## src/rtl/imm_encoder_if.sv

```systemverilog
// Request/response bundle for the immediate encoder: request side carries the
// instruction template and immediate, response side carries the encoded head entry.
interface imm_encoder_if;
  logic        in_valid;
  logic        in_ready;
  logic [31:0] base;
  logic [2:0]  ExtOp;
  logic [31:0] imm;
  logic        out_valid;
  logic        out_ready;
  logic [31:0] instr;
  logic [2:0]  err;

  modport master (
    output in_valid, base, ExtOp, imm, out_ready,
    input  in_ready, out_valid, instr, err
  );

  modport slave (
    input  in_valid, base, ExtOp, imm, out_ready,
    output in_ready, out_valid, instr, err
  );
endinterface

```

## src/rtl/imm_encoder.sv

```systemverilog
// Packs an immediate into an RV32 I/U/S/B/J instruction template, flags range,
// alignment and format problems, and buffers results in a 2-entry output FIFO.
module imm_encoder (
  input  logic         clk,
  input  logic         rst,
  imm_encoder_if.slave bus,
  output logic [15:0]  enc_count,
  output logic [15:0]  err_count
);

  typedef enum logic [2:0] {
    FMT_I = 3'd0,
    FMT_U = 3'd1,
    FMT_S = 3'd2,
    FMT_B = 3'd3,
    FMT_J = 3'd4
  } fmt_e;

  function automatic logic all_same(input logic [31:0] v, input int unsigned lsb);
    logic [31:0] hi;
    hi = v >> lsb;
    return (hi == 32'd0) || (hi == ({32{1'b1}} >> lsb));
  endfunction

  function automatic logic [31:0] encode(input logic [31:0] b, input logic [2:0] op,
                                         input logic [31:0] im);
    case (op)
      FMT_I:   return {im[11:0], b[19:0]};
      FMT_U:   return {im[31:12], b[11:0]};
      FMT_S:   return {im[11:5], b[24:12], im[4:0], b[6:0]};
      FMT_B:   return {im[12], im[10:5], b[24:12], im[4:1], im[11], b[6:0]};
      FMT_J:   return {im[20], im[10:1], im[11], im[19:12], b[11:0]};
      default: return b;
    endcase
  endfunction

  // err[2] illegal format, err[1] misaligned, err[0] out of range.
  function automatic logic [2:0] check(input logic [2:0] op, input logic [31:0] im);
    case (op)
      FMT_I, FMT_S: return {2'b00, ~all_same(im, 11)};
      FMT_U:        return {2'b00, im[11:0] != 12'd0};
      FMT_B:        return {1'b0, im[0], ~all_same(im, 12)};
      FMT_J:        return {1'b0, im[0], ~all_same(im, 20)};
      default:      return 3'b100;
    endcase
  endfunction

  logic [1:0]  occ_q, occ_d;
  logic        wr_ptr_q, wr_ptr_d;
  logic        rd_ptr_q, rd_ptr_d;
  logic [15:0] enc_cnt_q, enc_cnt_d;
  logic [15:0] err_cnt_q, err_cnt_d;
  logic [31:0] mem_instr_q [2];
  logic [2:0]  mem_err_q [2];

  logic        accept;
  logic        pop;
  logic [31:0] enc_instr;
  logic [2:0]  enc_err;

  assign enc_instr = encode(bus.base, bus.ExtOp, bus.imm);
  assign enc_err   = check(bus.ExtOp, bus.imm);

  assign bus.in_ready  = !rst && (occ_q != 2'd2);
  assign bus.out_valid = (occ_q != 2'd0);
  assign bus.instr     = bus.out_valid ? mem_instr_q[rd_ptr_q] : 32'd0;
  assign bus.err       = bus.out_valid ? mem_err_q[rd_ptr_q] : 3'd0;
  assign enc_count     = enc_cnt_q;
  assign err_count     = err_cnt_q;

  assign accept = bus.in_valid && bus.in_ready;
  assign pop    = bus.out_valid && bus.out_ready;

  always_comb begin
    occ_d     = occ_q;
    wr_ptr_d  = wr_ptr_q;
    rd_ptr_d  = rd_ptr_q;
    enc_cnt_d = enc_cnt_q;
    err_cnt_d = err_cnt_q;
    if (accept) begin
      wr_ptr_d = ~wr_ptr_q;
      if (enc_cnt_q != 16'hFFFF) enc_cnt_d = enc_cnt_q + 16'd1;
      if (enc_err != 3'd0 && err_cnt_q != 16'hFFFF) err_cnt_d = err_cnt_q + 16'd1;
    end
    if (pop) rd_ptr_d = ~rd_ptr_q;
    case ({accept, pop})
      2'b10:   occ_d = occ_q + 2'd1;
      2'b01:   occ_d = occ_q - 2'd1;
      default: occ_d = occ_q;
    endcase
  end

  always_ff @(posedge clk) begin
    if (rst) begin
      occ_q     <= 2'd0;
      wr_ptr_q  <= 1'b0;
      rd_ptr_q  <= 1'b0;
      enc_cnt_q <= 16'd0;
      err_cnt_q <= 16'd0;
    end else begin
      occ_q     <= occ_d;
      wr_ptr_q  <= wr_ptr_d;
      rd_ptr_q  <= rd_ptr_d;
      enc_cnt_q <= enc_cnt_d;
      err_cnt_q <= err_cnt_d;
    end
  end

  // Storage is never reset; outputs are masked to zero while the FIFO is empty.
  always_ff @(posedge clk) begin
    if (accept) begin
      mem_instr_q[wr_ptr_q] <= enc_instr;
      mem_err_q[wr_ptr_q]   <= enc_err;
    end
  end

endmodule

```

## src/flat_wrapper.sv

```systemverilog
// flat-port wrapper written by rule: the top's interface ports become plain ports
module imm_encoder_flat 
  (clk, rst, enc_count, err_count, bus_in_valid, bus_base, bus_ExtOp, bus_imm, bus_out_ready, bus_in_ready, bus_out_valid, bus_instr, bus_err);
  imm_encoder_if bus_i ();
  input  logic clk;
  input  logic rst;
  output logic [15:0] enc_count;
  output logic [15:0] err_count;
  input wire logic [$bits(bus_i.in_valid)-1:0] bus_in_valid;
  input wire logic [$bits(bus_i.base)-1:0] bus_base;
  input wire logic [$bits(bus_i.ExtOp)-1:0] bus_ExtOp;
  input wire logic [$bits(bus_i.imm)-1:0] bus_imm;
  input wire logic [$bits(bus_i.out_ready)-1:0] bus_out_ready;
  output wire logic [$bits(bus_i.in_ready)-1:0] bus_in_ready;
  output wire logic [$bits(bus_i.out_valid)-1:0] bus_out_valid;
  output wire logic [$bits(bus_i.instr)-1:0] bus_instr;
  output wire logic [$bits(bus_i.err)-1:0] bus_err;
  assign bus_i.in_valid = bus_in_valid;
  assign bus_i.base = bus_base;
  assign bus_i.ExtOp = bus_ExtOp;
  assign bus_i.imm = bus_imm;
  assign bus_i.out_ready = bus_out_ready;
  assign bus_in_ready = bus_i.in_ready;
  assign bus_out_valid = bus_i.out_valid;
  assign bus_instr = bus_i.instr;
  assign bus_err = bus_i.err;
  imm_encoder u_core (.clk(clk), .rst(rst), .bus(bus_i), .enc_count(enc_count), .err_count(err_count));
endmodule
```

## config.mk

```make
export PLATFORM = sky130hd
export DESIGN_NAME = imm_encoder_flat
export DESIGN_NICKNAME = d
export VERILOG_FILES = /design/src/rtl/imm_encoder_if.sv /design/src/rtl/imm_encoder.sv /design/src/flat_wrapper.sv
export SDC_FILE = /design/constraint.sdc
export NUM_CORES = 1
export LEC_CHECK = 0
export CAP_MARGIN = 20
export CORE_MARGIN = 4
export CORE_UTILIZATION = 44
export CTS_CLUSTER_DIAMETER = 60
export DETAILED_ROUTE_END_ITERATION = 16
export PLACE_DENSITY = 0.79
export SLEW_MARGIN = 20
export SYNTH_ARGS = -nofsm -noshare
export SYNTH_HDL_FRONTEND = slang
export SYNTH_SLANG_ARGS = --single-unit
export TNS_END_PERCENT = 100
```

## constraint.sdc

```tcl
create_clock -name clk -period 3 [get_ports clk]
set_clock_uncertainty 0.2 [all_clocks]
set_input_delay 0.75 -clock clk [delete_from_list [all_inputs] [get_ports clk]]
set_output_delay 0.75 -clock clk [all_outputs]
set_load 0.02 [all_outputs]
```

# Word level (Yosys, flattened, before mapping)
# Memories as Yosys holds them, arrays and structs flattened. A register that Yosys moved wholly into a read port is not among the register bits.
# Index checks and enable logic that the tools add are counted.
# totals
reg_bits,36
mem_bits_rw,70
out_inout_bits,69
n_memories,2
# classes
add_sub_neg,4
eq_ne,12
n_mux,11
n_bitwise,5
n_reduce_logical,19
# memory_table
name,words,word_bits,read_ports,rd_clocked_by_memory_dff,wr,line,source
u_core.mem_instr_q,2,32,1,1,1,imm_encoder.sv:53,logic [31:0] mem_instr_q [2];
u_core.mem_err_q,2,3,1,1,1,imm_encoder.sv:54,logic [2:0] mem_err_q [2];
# ops
cell,count
$pmux W32 S5,1
$logic_not A32 Y1,3
$add A16 B1 Y16 const B,2
$mux W32,1
$ne A16 B16 Y1 const B,2
$eq A21 B21 Y1 const B,1
$eq A20 B20 Y1 const B,1
$eq A12 B12 Y1 const B,1
$pmux W3 S4,1
$reduce_bool A12 Y1,1
$eq A3 B2 Y1 const B,2
$mux W1,6
$not A1 Y1,5
$logic_and A1 B1 Y1,4
$pmux W2 S2,1
$reduce_and A2 Y1,2
$reduce_bool A2 Y1,2
$eq A3 B1 Y1 const B,1
$eq A3 B3 Y1 const B,1
$logic_not A3 Y1,1
$logic_or A1 B1 Y1,3
$mux W3,1
$reduce_bool A3 Y1,1
$add A2 B1 Y2 const B,1
other kinds (6),6

# Longest topological paths before layout
# depth
word_depth,7
ltp_mapped,11
depth_no_buf,8

# Least setup slack after synthesis
# OpenSTA, ideal clock, no wires.
# synth_path
path_type,input to register
from,input port rst
to,memory u_core.mem_err_q[0][0] (enable)
setup_ns,0.427
arrival_time_ns,2.637
required_ns,2.373
setup_slack_ns,-0.264
path_stages,3
path_cell_list,a211oi_4 inv_2 nor2_1
# synth_between
elab_chain_cells,5
# synth_rtl
item,line,source
"start, declared",flat_wrapper.sv:6,input logic rst;
$logic_not A1 Y1,imm_encoder.sv:64,assign bus.in_ready = !rst && (occ_q != 2'd2);
$logic_and A1 B1 Y1,imm_encoder.sv:64,
$logic_and A1 B1 Y1,imm_encoder.sv:71,assign accept = bus.in_valid && bus.in_ready;
$mux W1,imm_encoder.sv:111,if (accept) begin
$mux W1 (implied by the code),imm_encoder.sv:113,mem_err_q[wr_ptr_q] <= enc_err;
"end, declared",imm_encoder.sv:54,
# Every way passes these cells.

# Final worst setup path
# layout_path
from,input port bus_imm[27]
to,register u_core.err_cnt_q[9] (netlist: u_core.err_count[9])
# layout_between
elab_chain_cells,7
# layout_rtl
item,line,source
"start, declared",flat_wrapper.sv:12,input wire logic [$bits(bus_i.imm)-1:0] bus_imm;
"$eq A21 B21 Y1, or another cell as far along",imm_encoder.sv:22,return (hi == 32'd0) || (hi == ({32{1'b1}} >> lsb));
$logic_or A1 B1 Y1,imm_encoder.sv:22,
"$not A1 Y1, on equally long branches","imm_encoder.sv:40, imm_encoder.sv:42, imm_encoder.sv:43",
$pmux W3 S4 (*),imm_encoder.sv:39,case (op)
$reduce_bool A3 Y1 (*),imm_encoder.sv:83,if (enc_err != 3'd0 && err_cnt_q != 16'hFFFF) err_cnt_d = err_cnt_q + 16'd1;
$logic_and A1 B1 Y1 (*),imm_encoder.sv:83,
$reduce_and A2 Y1 (no source line) (*),-,
"end signal, assigned",imm_encoder.sv:105,err_cnt_q <= err_cnt_d;
"end, declared",imm_encoder.sv:52,"logic [15:0] err_cnt_q, err_cnt_d;"
# Mark *: on every way between the ends. The rest lies on a longest branch, timed or not.
# A chain may end at the register's enable or synchronous reset.

==> run_results.csv <==
group,metric,value,unit
run_status,outcome,"complete, no violations",
cts,clock_sinks,107,
yosys,netlist.top_cell.by_area,"edfxtp_1",
floorplanning,starting_density_of_the_core,45.7,%
floorplanning,floorplan.die.width,115,um
grt,grt_pass1_vias,4309,
placement,gp_congestion,0.874,
detailed_routing,wire_per_inst,18.3,um
cts,clkSlewWorstSetupHoldPaths,0.07,ns
timing,clock_period_minus_final_worst_setup_slack,2.87,ns
layout,post-route-util,65.0,%
grt,maximum_number_of_pins_on_one_net_before_global_route_repair,36,
cts,clock_tree.htree_level_count,3,
timing,maxSlewHeadroom,56.6,%
detailed_routing,vias_per_cell,5.57,
timing,grt_setup_unrepaired,"false",
yosys,synthesis.area,0.00504,sq mm
job,max_cap_viol_count,0,
power_and_ir_drop,vdd.ir_drop.worst,0.398,mV
power_and_ir_drop,cellLeakagePower,2.41,nW
floorplanning,die_area,0.0132,sq mm
yosys,synth.top_cell.area_share,41.7,%
yosys,async_flop_share,0,%
detailed_routing,drt_first_iter_violations,213,
yosys,synth_cell_type_count,49,
detailed_routing,drt_first_pass_iters,5,
grt,remaining_global_route_overflow,0,
worst_setup_path,minimum_setup_slack_among_reg_to_reg_paths,0.56,ns
worst_setup_path,timing.critical_path.from,"bus_imm[27]",
worst_setup_path,worstSetupEndpointType,"register",
worst_setup_path,worstSetupPathType,"input port to register",
worst_setup_path,worst_r2r_path_depth,8,
yosys,count_of_mapped_cells_out_of_synthesis,453,
yosys,post_synth_edffs,70,
yosys,synth_flop_cell,"edfxtp_1",
timing,setup_violations,0,
layout,layout_cells_sized_above_1,13.6,%
placement,io_buffer_count,139,
grt,grt_usage,20.7,%
yosys,synth-seq-area-share,56.4,%
worst_setup_path,critPathBufInv,3,
cts,worstSkewPairLatency,0.34,ns
cts,tritoncts,"built",
layout,antennaDiodeCount,0,
timing,finalSetupTns,0,ns
cts,cts.path.max_buffers,2,
detailed_routing,vias,4264,
detailed_routing,ant_nets,0,
floorplanning,io_pins,140,
floorplanning,dieHeight,115,um
min_path,hp-start,"u_core.err_count[11]",
yosys,syn_avg_cell_area,11.1,sq um
timing,achievable-frequency,348,MHz
worst_setup_path,timing.critical_path.slowest_stage_cell,"clkdlybuf4s50_1",
worst_setup_path,cp-start-kind,"input port",
layout,fillCellCount,868,
worst_setup_path,crit_fanout,30,
worst_setup_path,timing.critical_path.slowest_cell_delay,0.49,ns
cts,cts-root-buf,"clkbuf_16",
yosys,synth.area.top_cells,"edfxtp_1 (42%), dfxtp_1 (15%), mux2i_1 (7.4%)",
timing,hold_violations,0,
worst_setup_path,crit-reg2reg-launch,"u_core.err_count[0]",
yosys,post-synth-top-count-cell,"edfxtp_1",
floorplanning,core.rowCount,38,
timing,min_period_over_period,95.7,%
worst_setup_path,timing.critical_path.required,3.04,ns
min_path,worst_hold_path_type,"register to register",
yosys,synth_fp_nets,527,
yosys,synth-warning-count,0,
detailed_routing,route.final.wire_length,14.0,mm
worst_setup_path,worst_ep_arrival_time,2.91,ns
power_and_ir_drop,power_per_cell_area,602,mW/mm^2
min_path,hold_depth,2,
layout,flow.area_growth_from_synthesis,42.5,%
grt,grt_antenna_before_repair,0,
detailed_routing,drc,0,
power_and_ir_drop,finalPower,4.32,mW
worst_setup_path,cp_cell_sequence,"clkdlybuf4s50_1, nor4_4, buf_4, nand3_1, nor3_2, o21ai_1, o21ai_2, buf_12, nor4_1, o21ba_2",
yosys,synth_top_cells_by_count,"edfxtp_1 (70), nor2_1 (66), dfxtp_1 (37), mux2i_1 (37), a21oi_1 (22)",
timing,worst_slew_pin_slew,0.646,ns
worst_setup_path,r2r_end,"u_core.err_count[9]",
timing,final-max-slew-violation-count,0,
min_path,min_delay_worst_endpoint,"u_core.err_count[11]",
floorplanning,core_area,0.0110,sq mm
grt,wire_length_of_the_first_global_routing_pass,21.8,mm
layout,final_nets,695,
timing,hold_ws,0.326,ns
placement,detailed_placer_s_ending_hpwl,9.82,mm
worst_setup_path,critical-path-top-delay-family,"buffers and inverters",
yosys,ys_seq_elements,107,
cts,cts_inserted_buffers,9,
## layer usage
metal	track usage, %	share of wire [%]
met5	0	0
met4	6.42	1.4
met3	3.84	7.3
met2	35.8	50
met1	26.3	42
## metrics by stage
step                worst slack, ns  cells  instance area [sq um]
finish                        0.130    766                   7170
floorplan                     0.320    453                   5040
CTS                          0.0270    764                   7130
global placement             -0.286    747                   6860
detailed placement           -0.321    747                   6860
global route                 0.0127    766                   7170
## power breakdown
part | switching [mW] | total, mW | internal [mW]
clock network | 0.513 | 1.07 | 0.562
registers | 0.0536 | 1.73 | 1.68
logic | 0.801 | 1.51 | 0.713
total | 1.37 | 4.32 | 2.95
## timing repair
item                       4_1_cts  5_1_grt
hold endpoints to repair         0        0
gates resized for setup          2        6
hold buffers                     0        0
pin swaps                        1        2
gates cloned                     1        0
setup endpoints to repair       37       39
buffers inserted                 0        2
## worst reg2reg max path, cell delays in order (launching register included)
cell,delay [ns]
dfxtp_1,0.48
ha_1,0.25
inv_1,0.07
nor3_1,0.54
a41oi_2,0.22
o21ai_2,0.12
buf_12,0.19
nor4_1,0.07
o21ba_2,0.19
## flip-flops by register name, indices dropped and copies added, names as in the netlist, named ones only
signal	count
u_core.rd_ptr_q	1
u_core.occ_q	2
u_core.mem_instr_q	64
u_core.err_count	16
u_core.wr_ptr_q	1
u_core.mem_err_q	6
u_core.enc_count	16
## cell type report
type | instances | area [sq um] | area share (%)
Clock buffer | 11 | 233 | 3.24
Tap cell | 140 | 175 | 2.44
Sequential cell | 107 | 2840 | 39.6
Clock inverter | 5 | 31.3 | 0.436
Timing Repair Buffer | 179 | 1740 | 24.3
Inverter | 7 | 26.3 | 0.366
Multi-Input combinational cell | 317 | 2120 | 29.6
## cell usage in the layout (no fill, tap or decap), types with 3 or more instances in the layout
cell type,count
clkdlybuf4s50_1,138
nand3_1,20
mux2i_1,37
and3_1,5
a21oi_1,22
o21ai_1,3
nor2_1,64
nor2_4,3
o21ai_0,19
clkbuf_16,9
ha_1,3
nor2b_1,3
edfxtp_1,70
inv_1,5
xnor2_1,6
or4_1,4
buf_4,36
o31ai_1,4
nand4_1,9
or3_1,11
nor4_1,9
buf_12,4
xor2_1,12
and4_1,3
nor3_1,5
a22oi_1,12
nand2_1,14
dfxtp_1,36
mux2_2,12
o22a_1,8
## kinds of logic after synthesis
logic type,count (synthesis),share of synthesized area (%)
buffers and inverters,30,2.39
adders and majority gates,3,0.745
DFF,107,56.4
xor gates and xnor gates,18,3.13
muxes,49,10.0
AOI/OAI and AO/OA,80,10.5
and+or+nand+nor,166,16.8
## how the worst max path moves through the flow
stage,end,slack [ns],depth (start not counted)
2_1_floorplan,u_core.mem_err_q[0][0],0.32,3
3_3_place_gp,u_core.err_count[9],-0.29,10
5_1_grt,u_core.err_count[1],0.01,9
3_5_place_dp,u_core.err_count[9],-0.32,10
6_report,u_core.err_count[9],0.13,10
4_1_cts,u_core.err_count[9],0.03,10
No activity file was read; power rests on OpenSTA's default activity.
